## src/rtl/eb_rr_arb.sv

```systemverilog
// ============================================================================
// Module   : eb_rr_arb
// Purpose  : N-input round-robin arbiter feeding one registered elastic-buffer
//            write port. Optional packet lock enabled by EB_RR_ARB_LOCK_EN.
// Revision : 1.0
// ============================================================================
`default_nettype none

module eb_rr_arb #(
    parameter int N     = 4,
    parameter int W     = 32,
    parameter int NLOG2 = 2
) (
    input  logic             clk,
    input  logic             reset,
    input  logic [N-1:0]     t_req,
    output logic [N-1:0]     t_ack,
    input  logic [N*W-1:0]   t_dat,
    input  logic [N-1:0]     t_last,
    output logic             i_0_req,
    input  logic             i_0_ack,
    output logic [W-1:0]     i_0_dat,
    output logic             i_0_last,
    output logic [NLOG2-1:0] i_0_sel
);

    localparam logic [NLOG2-1:0] C_LAST_IDX = NLOG2'(N - 1);
    localparam logic [NLOG2:0]   C_N_EXT    = (NLOG2 + 1)'(N);

    // Next index after v, with explicit wrap so non-power-of-2 N works.
    function automatic logic [NLOG2-1:0] f_inc(input logic [NLOG2-1:0] v);
        return (v == C_LAST_IDX) ? '0 : v + NLOG2'(1);
    endfunction

    logic [NLOG2-1:0] ptr_q, ptr_d;
    logic             req_q, req_d;
    logic [W-1:0]     dat_q, dat_d;
    logic             last_q, last_d;
    logic [NLOG2-1:0] sel_q, sel_d;

    logic             w_scan_found;
    logic [NLOG2-1:0] w_scan_g;
    logic             w_found;
    logic [NLOG2-1:0] w_g;
    logic             w_ld;
    logic             w_xfer;

    always_comb begin
        logic [NLOG2:0] v_sum;
        v_sum        = '0;
        w_scan_found = 1'b0;
        w_scan_g     = ptr_q;
        for (int i = 0; i < N; i++) begin
            v_sum = {1'b0, ptr_q} + (NLOG2 + 1)'(i);
            if (v_sum >= C_N_EXT) begin
                v_sum = v_sum - C_N_EXT;
            end
            if (!w_scan_found && t_req[v_sum[NLOG2-1:0]]) begin
                w_scan_found = 1'b1;
                w_scan_g     = v_sum[NLOG2-1:0];
            end
        end
    end

`ifdef EB_RR_ARB_LOCK_EN
    localparam logic [0:0] S_ARB    = 1'b0;
    localparam logic [0:0] S_LOCKED = 1'b1;

    logic [0:0]       state_q, state_d;
    logic [NLOG2-1:0] lk_q, lk_d;

    // While locked the grant is pinned to the packet owner, even if it idles.
    always_comb begin
        if (state_q == S_LOCKED) begin
            w_g     = lk_q;
            w_found = t_req[lk_q];
        end else begin
            w_g     = w_scan_g;
            w_found = w_scan_found;
        end
    end

    always_comb begin
        state_d = state_q;
        lk_d    = lk_q;
        ptr_d   = ptr_q;
        if (w_xfer) begin
            if (state_q == S_ARB) begin
                ptr_d = f_inc(w_g);
                if (!t_last[w_g]) begin
                    state_d = S_LOCKED;
                    lk_d    = w_g;
                end
            end else if (t_last[lk_q]) begin
                state_d = S_ARB;
                ptr_d   = f_inc(lk_q);
            end
        end
    end

    always_ff @(posedge clk) begin
        if (reset) begin
            state_q <= S_ARB;
            lk_q    <= '0;
        end else begin
            state_q <= state_d;
            lk_q    <= lk_d;
        end
    end
`else
    always_comb begin
        w_g     = w_scan_g;
        w_found = w_scan_found;
        ptr_d   = w_xfer ? f_inc(w_g) : ptr_q;
    end
`endif

    assign w_ld   = !req_q || i_0_ack;
    assign w_xfer = w_ld && w_found;

    always_comb begin
        t_ack = '0;
        if (w_xfer) begin
            t_ack[w_g] = 1'b1;
        end
    end

    always_comb begin
        req_d  = req_q;
        dat_d  = dat_q;
        last_d = last_q;
        sel_d  = sel_q;
        if (w_xfer) begin
            req_d  = 1'b1;
            dat_d  = t_dat[w_g*W +: W];
            last_d = t_last[w_g];
            sel_d  = w_g;
        end else if (req_q && i_0_ack) begin
            req_d  = 1'b0;
        end
    end

    always_ff @(posedge clk) begin
        if (reset) begin
            ptr_q  <= '0;
            req_q  <= 1'b0;
            dat_q  <= '0;
            last_q <= 1'b0;
            sel_q  <= '0;
        end else begin
            ptr_q  <= ptr_d;
            req_q  <= req_d;
            dat_q  <= dat_d;
            last_q <= last_d;
            sel_q  <= sel_d;
        end
    end

    assign i_0_req  = req_q;
    assign i_0_dat  = dat_q;
    assign i_0_last = last_q;
    assign i_0_sel  = sel_q;

endmodule

`default_nettype wire

```

## config.mk

```make
export PLATFORM = sky130hd
export DESIGN_NAME = eb_rr_arb
export DESIGN_NICKNAME = d
export VERILOG_FILES = /design/src/rtl/eb_rr_arb.sv
export SDC_FILE = /design/constraint.sdc
export NUM_CORES = 1
export LEC_CHECK = 0
export CORE_ASPECT_RATIO = 0.7
export CORE_MARGIN = 4
export CORE_UTILIZATION = 36
export CTS_BUF_LIST = sky130_fd_sc_hd__clkbuf_8
export CTS_CLUSTER_DIAMETER = 100
export DETAILED_ROUTE_END_ITERATION = 10
export GPL_ROUTABILITY_DRIVEN = 1
export PLACE_DENSITY = 0.82
export SYNTH_ARGS = -nofsm -noshare
export SYNTH_HDL_FRONTEND = slang
export SYNTH_SLANG_ARGS = --single-unit
```

## constraint.sdc

```tcl
create_clock -name clk -period 1.9 [get_ports clk]
set_input_delay 0.285 -clock clk [delete_from_list [all_inputs] [get_ports clk]]
set_output_delay 0.285 -clock clk [all_outputs]
set_load 0.01 [all_outputs]
```

# Yosys cells after proc, flatten, opt, wreduce, memory -nomap -nowiden
# Cells that the tools add are included.
[word_totals]
rom_bits = 0
output_inout_bits = 40
mem_bits_rw = 0
elab_cells = 65
ff_bits = 38
latch_bits = 0
mem_count = 0
[classes]
n_bitwise = 0
n_shift = 1
n_eq_ne = 1
div_mod_pow = 0
n_reduce_logical = 12
order_cmp = 10
mux = 28
n_mul = 0
add_sub_neg = 8
[ops]
columns = ["operator", "count"]
rows = [
  ["variable part select 128 x 8 -> 32 bit", 1],
  ["two-way mux 2 bit", 9],
  ["less-than comparator 2 x 3 -> 1 bit (second input constant)", 5],
  ["two-way mux 1 bit", 12],
  ["binary-select mux 1 bit (select 2 bit)", 5],
  ["greater-or-equal comparator 3 bit (second input constant)", 3],
  ["subtractor 2 x 1 -> 2 bit (second input constant)", 4],
  ["adder 2 x 2 -> 3 bit (second input constant)", 2],
  ["logical AND 1 bit", 6],
  ["zero test 1 bit", 4],
  ["two-way mux 4 bit", 1],
  ["adder 2 x 1 -> 3 bit (second input constant)", 1],
  ["greater-or-equal comparator 2 x 3 -> 1 bit (second input constant)", 1],
  ["adder 2 x 1 -> 2 bit (second input constant)", 1],
  ["demux 1 bit (select 2 bit)", 1],
  ["equality test 2 bit (second input constant)", 1],
  ["greater-or-equal comparator 2 x 1 -> 1 bit (second input constant)", 1],
  ["nonzero test 2 bit", 1],
  ["logical OR 1 bit", 1],
]

# Depth between registers and ports, before layout
# Gate-level depths: netlist of run 1.
[logic_depth]
word_depth = 19
mapped_depth = 8
ltp_nobuf = 6

# Worst setup path after synthesis of run 1
# Ideal clock, no wire load.
[synth_path]
path_kind = "flip-flop to flip-flop"
start = "reg ptr_q[0]"
end = "reg ptr_q[0]"
setup_time_ns = 0.070
period_less_slack_ns = 1.751
slack_ns = 0.149
n_path_buf = 2
arrival_time_ns = 1.681
stages_incl_launch_ff = 9
cell_sequence = "dfxtp_1 and2b_4 o21bai_2 o311a_1 buf_6 buf_6 ha_1 or3_1 a21oi_1"
[synth_between]
elab_chain_len = 16
[synth_lines]
columns = ["element", "line_no", "text"]
rows = [
  ["start: declaration", "35", "logic [NLOG2-1:0] ptr_q, ptr_d;"],
  ["start signal: assignment", "151", "ptr_q <= ptr_d;"],
  ["parallel branches: the longest is 16 deep, another holds adder 2 x 1 -> 3 bit", "--", ""],
]
# Parallel ways; which one is timed is not known. The select of a mux whose other input is x is not followed.
# A chain may end at the register's enable or synchronous reset.

# Worst setup path in the final report of run 1
[layout_path]
start = "reg ptr_q[0]"
end = "out t_ack[1]"
[layout_between]
elab_chain_len = 19
[layout_lines]
columns = ["element", "line_no", "text"]
rows = [
  ["parallel branches: the longest is 18 deep, another holds adder 2 x 1 -> 3 bit", "--", ""],
  ["two-way mux 4 bit (*)", "123", "if (w_xfer) begin"],
  ["end: declaration", "17", "output logic [N-1:0] t_ack,"],
]
# Every way passes the cells marked *. The select of a mux whose other input is x is not followed.

==> results of run 1 <==
state kept, by name, indices dropped and copies added, names as in the netlist:
name and count:
i_0_dat 32, i_0_sel 2, ptr_q 2, i_0_last 1
i_0_req 1
metrics by stage:
stage	TNS [ns]	setup slack, ns
after global routing	-0.339	-0.0834
after detailed placement	-17.47	-0.619
after CTS	-0.0406	-0.0266
after global placement	-14.36	-0.544
final	-0.0470	-0.0237
after floorplan	0	0.149
final cells by class:
| type | count | area, um2 |
|---|---|---|
| well taps | 94 | 118 |
| flip-flops and latches | 38 | 763 |
| inverters | 1 | 3.75 |
| fillers | 522 | 1960 |
| clock buffers | 5 | 68.8 |
| clock inverters | 3 | 40.0 |
| repair buffers | 207 | 2150 |
| multi-input cells | 172 | 1660 |
final timing paths:
kind | cells after the start | start | endpoint | slack [ns]
worst max-delay path | 5 | ptr_q[0]$_SDFFE_PP0P_ | t_ack[1] | -0.02
worst min-delay path | 2 | i_0_sel[0]$_SDFFE_PP0P_ | i_0_sel[0]$_SDFFE_PP0P_ | 0.46
worst max register to register | 5 | ptr_q[0]$_SDFFE_PP0P_ | i_0_dat[15]$_SDFFE_PP0P_ | 0
worst min register to register | 2 | i_0_sel[0]$_SDFFE_PP0P_ | i_0_sel[0]$_SDFFE_PP0P_ | 0.46
cells by family after synthesis:
group | count (synthesis) | share of synthesized area [%]
compound gates | 45 | 22.9
fa+ha+maj | 1 | 0.500
buf+inv | 19 | 8.36
flops | 38 | 30.4
mux | 66 | 26.4
simple gates | 60 | 11.4
what timing repair did:
item | CTS | global route
cloned | 0 | 2
resized for setup | 36 | 15
setup endpoints to repair | 37 | 32
buffers inserted | 4 | 1
pin swaps | 5 | 14
metal layers:
metal | GRT usage [%] | vias to the layer above | wire length [um] | part of all wire (%)
met3 | 6.82 | 4 | 725 | 8.2
li1 | - | 1253 | - | -
met4 | 4.16 | 0 | 42 | 0.47
met5 | 0 | - | 0 | 0
met1 | 22.5 | 1203 | 3520 | 40
met2 | 35.6 | 99 | 4550 | 51
placed cells by master, fill, tap and decap left out, types with 2 or more instances in the layout:
cell type        Yosys  layout
buf_6                6       4
buf_12               2       8
nor2_1               3       2
mux2i_1             66      61
nand2_1             41      41
clkdlybuf4s50_1      0     170
dfxtp_2              0       2
clkbuf_16            0       2
clkbuf_8             0       5
clkinv_2             0       2
mux2i_2              0       5
a21oi_1              5       5
and2b_4              2       2
nor2_2               2       3
o221ai_4             0       2
nor2b_1              2       2
buf_2                3       3
dfxtp_1             38      36
buf_4                3      15
o221ai_2            30      30
dlygate4sd2_1        0       4
report_power, final:
group,internal (W),total [W],switching [W]
Sequential,0.000951,0.00104,0.0000866
Clock,0.000387,0.000690,0.000303
Combinational,0.00113,0.00190,0.000772
Total,0.00247,0.00363,0.00116
worst max-delay path, delay by kind of cell (launching register included):
family                 cells  cell delay, ns
AND/OR/NAND/NOR            2            0.44
flip-flops                 1            0.37
AO/OA/AOI/OAI              1            0.27
buffers and inverters      2            0.26
==> flow_summary.ini, run 1 <==
[clocking]
clkSlewWorstSetupHoldPaths_ns = 0.08
numCtsBuffers = 5
postCtsHoldBufs = 0
cts.htree.levels = 2
numClockSinks = 38
clockRootBuffer = clkbuf_8
cts_tree = done
clk_latency_ns = 0.29
clockBufferDepth = 2

[global_route]
grt_usage_pct = 19.7
grt_pass1_wl_mm = 13.3
grt_pass1_vias = 2602
grt_overflow = 0
grt_max_degree = 35
antenna_found_initial = 0

[setup_path]
cp_slowest_cell = dfxtp_2
cpPeakStageDelay_ns = 0.37
crit_type = reg -> out
cp.required_ns = 1.62
critPathCaptureType = primary output
crit_fanout = 6
cp-start-kind = register
arrival_ns = 1.64
worstPathCellList = nor3b_1 -> o311a_4 -> buf_12 -> and2_1 -> buf_2

[die]
row_count = 25
die_area_um2 = 8360
fp.dieW_um = 108
fp.dieH_um = 77.7
start_util_pct = 37.0
coreArea_um2 = 6760
io_pins = 179

[min_path]
hp-class = reg -> reg

[synth]
synthTopCellsByArea = dfxtp_1 30%, mux2i_1 26%, o221ai_2 18%
synth_area_per_cell_um2 = 10.9
synth_area_leader_cell = dfxtp_1
synth.cell_area_um2 = 2500
netlist.area_leader.share_pct = 30.4
netlist_instances = 229
ys_warn_count = 0
synth_commonest_cells = 66 x mux2i_1, 41 x nand2_1, 38 x dfxtp_1
seq_area_frac_synth_pct = 30.4
post-synth-top-count-cell = mux2i_1
ys.flop_type = dfxtp_1
synth-edff-count = 0
synth_nets = 369
async_reset_ff_share_pct = 0
ys_ff_latch = 38
synth.distinct_cells = 31

[route]
wl_mm = 8.85
wl_per_cell_um = 17.0
firstDrtPassIters = 4
route.detailed.drc = 0
drtIter0Drc = 57
vias_per_cell = 4.92
ant_nets = 0
via_count = 2559

[cells_and_area]
synthToLayoutAreaGrowth_pct = 91.8
fin_cells = 520
diodes = 0
drive_above_1_share_pct = 23.0
nets = 565
final_util_pct = 71.0
final_area_um2 = 4800

[placement]
port_buffers = 178
place_congestion = 0.772
postPlaceCellArea_um2 = 4470
dp_hpwl_mm = 6.74
post-place-cells = 505

[timing]
post-route-period-util_pct = 101
fin_hold_ws_ns = 0.463
hold_violations = 0
skew_ns = 0.00760
worst_pin_slew_ns = 0.330
final-setup-viol-count = 2
finalCriticalPeriod_ns = 1.92
fin_ws_ns = -0.0237
relSlewSlack_pct = 77.3
rsz0062_at_grt = true
drv_slew = 0
fmax_ghz = 0.520

[pwr]
ir_drop_mv = 0.320
p_leak_nw = 1.84
power_w = 0.00363
power_density_nw_per_um2 = 756

[run_status]
violations = setup timing
status = finished with violations

[flow_run]
maxCapViolCount = 0
(Power assumes the default switching activity.)
==> run 2: changes to the inputs <==
--- a/config.mk
+++ b/config.mk
@@ -13,6 +13,7 @@
 export DETAILED_ROUTE_END_ITERATION = 10
 export GPL_ROUTABILITY_DRIVEN = 1
 export PLACE_DENSITY = 0.82
+export SLEW_MARGIN = 20
 export SYNTH_ARGS = -nofsm -noshare
 export SYNTH_HDL_FRONTEND = slang
 export SYNTH_SLANG_ARGS = --single-unit
==> results of run 2 <==
No change in the layout: final DEF, timing and power equal those of run 1.
==> run 3: changes to the inputs <==
--- a/config.mk
+++ b/config.mk
@@ -6,7 +6,7 @@
 export NUM_CORES = 1
 export LEC_CHECK = 0
 export CORE_ASPECT_RATIO = 0.7
-export CORE_MARGIN = 4
+export CORE_MARGIN = 3
 export CORE_UTILIZATION = 36
 export CTS_BUF_LIST = sky130_fd_sc_hd__clkbuf_8
 export CTS_CLUSTER_DIAMETER = 100
==> run 3 against run 2 <==
Effect of this change: the flow still finishes with violations (setup timing); non-clock buffer count shrank 4; clock skew grew 0.0037 ns; flip-flop and latch count is the same; first-iteration DRC count grew 5.3%; die area shrank 4.4%; sequential share of layout area grew 0.40 points; worst hold slack gained 0.0027 ns; sequential power is essentially flat; critical path depth grew 2; core utilization grew 1.2 points; clock power shrank 21%; critical path type unchanged; critical endpoint is now t_ack[3]; largest cell class unchanged; highest routed layer unchanged.
==> flow_summary.ini, run 3 (synthesis gave the netlist of run 1 again) <==
[route]
via_count = 2518
ant_nets = 0
wl_per_cell_um = 16.1
drtIter0Drc = 60
route.detailed.drc = 0
wl_mm = 8.22
firstDrtPassIters = 4
vias_per_cell = 4.93

[die]
io_pins = 179
coreArea_um2 = 6490
die_area_um2 = 8000
fp.dieW_um = 106
row_count = 24
fp.dieH_um = 75.7
start_util_pct = 38.5

[cells_and_area]
diodes = 0
nets = 561
synthToLayoutAreaGrowth_pct = 87.2
layout_commonest_cell = clkdlybuf4s50_1
layout_common_cells = 170 x clkdlybuf4s50_1, 44 x mux2i_1, 41 x nand2_1
drive_above_1_share_pct = 25.7
largest_reg_flops = 32
final_util_pct = 72.1
fin_cells = 511

[placement]
dp_hpwl_mm = 6.58
port_buffers = 178
post-place-cells = 501
place_congestion = 0.754

[global_route]
grt_overflow = 0
grt_usage_pct = 19.9
antenna_found_initial = 0
grt_max_degree = 35
grt_pass1_vias = 2660
grt_pass1_wl_mm = 12.8

[clocking]
clockBufferDepth = 2
numCtsBuffers = 5
clkSlewWorstSetupHoldPaths_ns = 0.08
clk_latency_ns = 0.28
numClockSinks = 38
cts.htree.levels = 2
clockRootBuffer = clkbuf_8
cts_tree = done

[setup_path]
arrival_ns = 1.64
cp-start-kind = register
crit_type = reg -> out
crit_fanout = 4
critPathCaptureType = primary output
cp.required_ns = 1.62

[timing]
drv_slew = 0
fin_tns_setup_ns = -0.0353
rsz0062_at_grt = true
hold_violations = 0
skew_ns = 0.0113
finalCriticalPeriod_ns = 1.92
worst_pin_slew_ns = 0.331
fin_ws_ns = -0.0207
final-setup-viol-count = 3
post-route-period-util_pct = 101
fmax_ghz = 0.521
relSlewSlack_pct = 77.9

[pwr]
p_leak_nw = 1.76
power_w = 0.00342
power_density_nw_per_um2 = 730
ir_drop_mv = 0.354

[run_status]
violations = setup timing
status = finished with violations

[min_path]
hp-class = reg -> reg

[flow_run]
maxCapViolCount = 0
[run 3: cell count changes in the layout (fill, tap and decap cells not counted), sizes merged]
cell and change:
clkbuf -1, clkinv -2, buf -2, bufinv -1
[run 3: area by class of cell]
type / instances / area (um2)
Clock buffer: 6 / 82.6
Fill cell: 495 / 1810
Inverter: 1 / 3.75
Multi-Input combinational cell: 172 / 1670
Sequential cell: 38 / 763
Tap cell: 91 / 114
Timing Repair Buffer: 203 / 2040
[run 3: power by group]
part	internal, W	switching [W]	total (W)
combinational	0.00110	0.000742	0.00184
clock	0.000280	0.000266	0.000546
sequential	0.000951	0.0000817	0.00103
total	0.00233	0.00109	0.00342
[run 3: path summary, 6_finish.rpt]
kind / startpoint / to / slack, ns / cells past startpoint
worst max-delay path: ptr_q[0]$_SDFFE_PP0P_ / t_ack[3] / -0.02 / 7
worst max register to register: ptr_q[0]$_SDFFE_PP0P_ / i_0_dat[0]$_SDFFE_PP0P_ / 0.01 / 7
worst min register to register: i_0_sel[0]$_SDFFE_PP0P_ / i_0_sel[0]$_SDFFE_PP0P_ / 0.47 / 2
worst min-delay path: i_0_sel[0]$_SDFFE_PP0P_ / i_0_sel[0]$_SDFFE_PP0P_ / 0.47 / 2
[run 3: timing repair]
action,4_1_cts,5_1_grt
buffers inserted,4,0
hold buffers,0,0
endpoints found under the setup margin,37,37
resized for setup,34,26
pin swaps,4,4
[run 3: critical path, stage by stage, from the launching register on]
cell and delay [ns]:
dfxtp_2 0.37, and2b_4 0.21, o21ai_4 0.14, o31ai_4 0.10, buf_6 0.14, ha_4 0.15, and2_4 0.13, buf_6 0.11
[run 3: per-stage QoR]
stage / setup WS (ns) / instance area [um2] / hold WS (ns)
final: -0.0207 / 4680 / 0.466
after global placement: -0.550 / 4430 / 0.443
after global routing: -0.0939 / 4680 / 0.494
after floorplan: 0.149 / 2500 / 0.354
after CTS: -0.0273 / 4580 / 0.467
after detailed placement: -0.608 / 4430 / 0.447
[run 3: metal layers]
| metal | part of all wire [%] | global-route usage (%) | up-vias | routed length (um) |
|---|---|---|---|---|
| met5 | 0 | 0 | - | 0 |
| met4 | 1.3 | 4.74 | 0 | 108 |
| met3 | 9.0 | 7.37 | 11 | 738 |
| met2 | 51 | 37.3 | 103 | 4160 |
| met1 | 39 | 22.0 | 1165 | 3220 |
| li1 | - | - | 1239 | - |
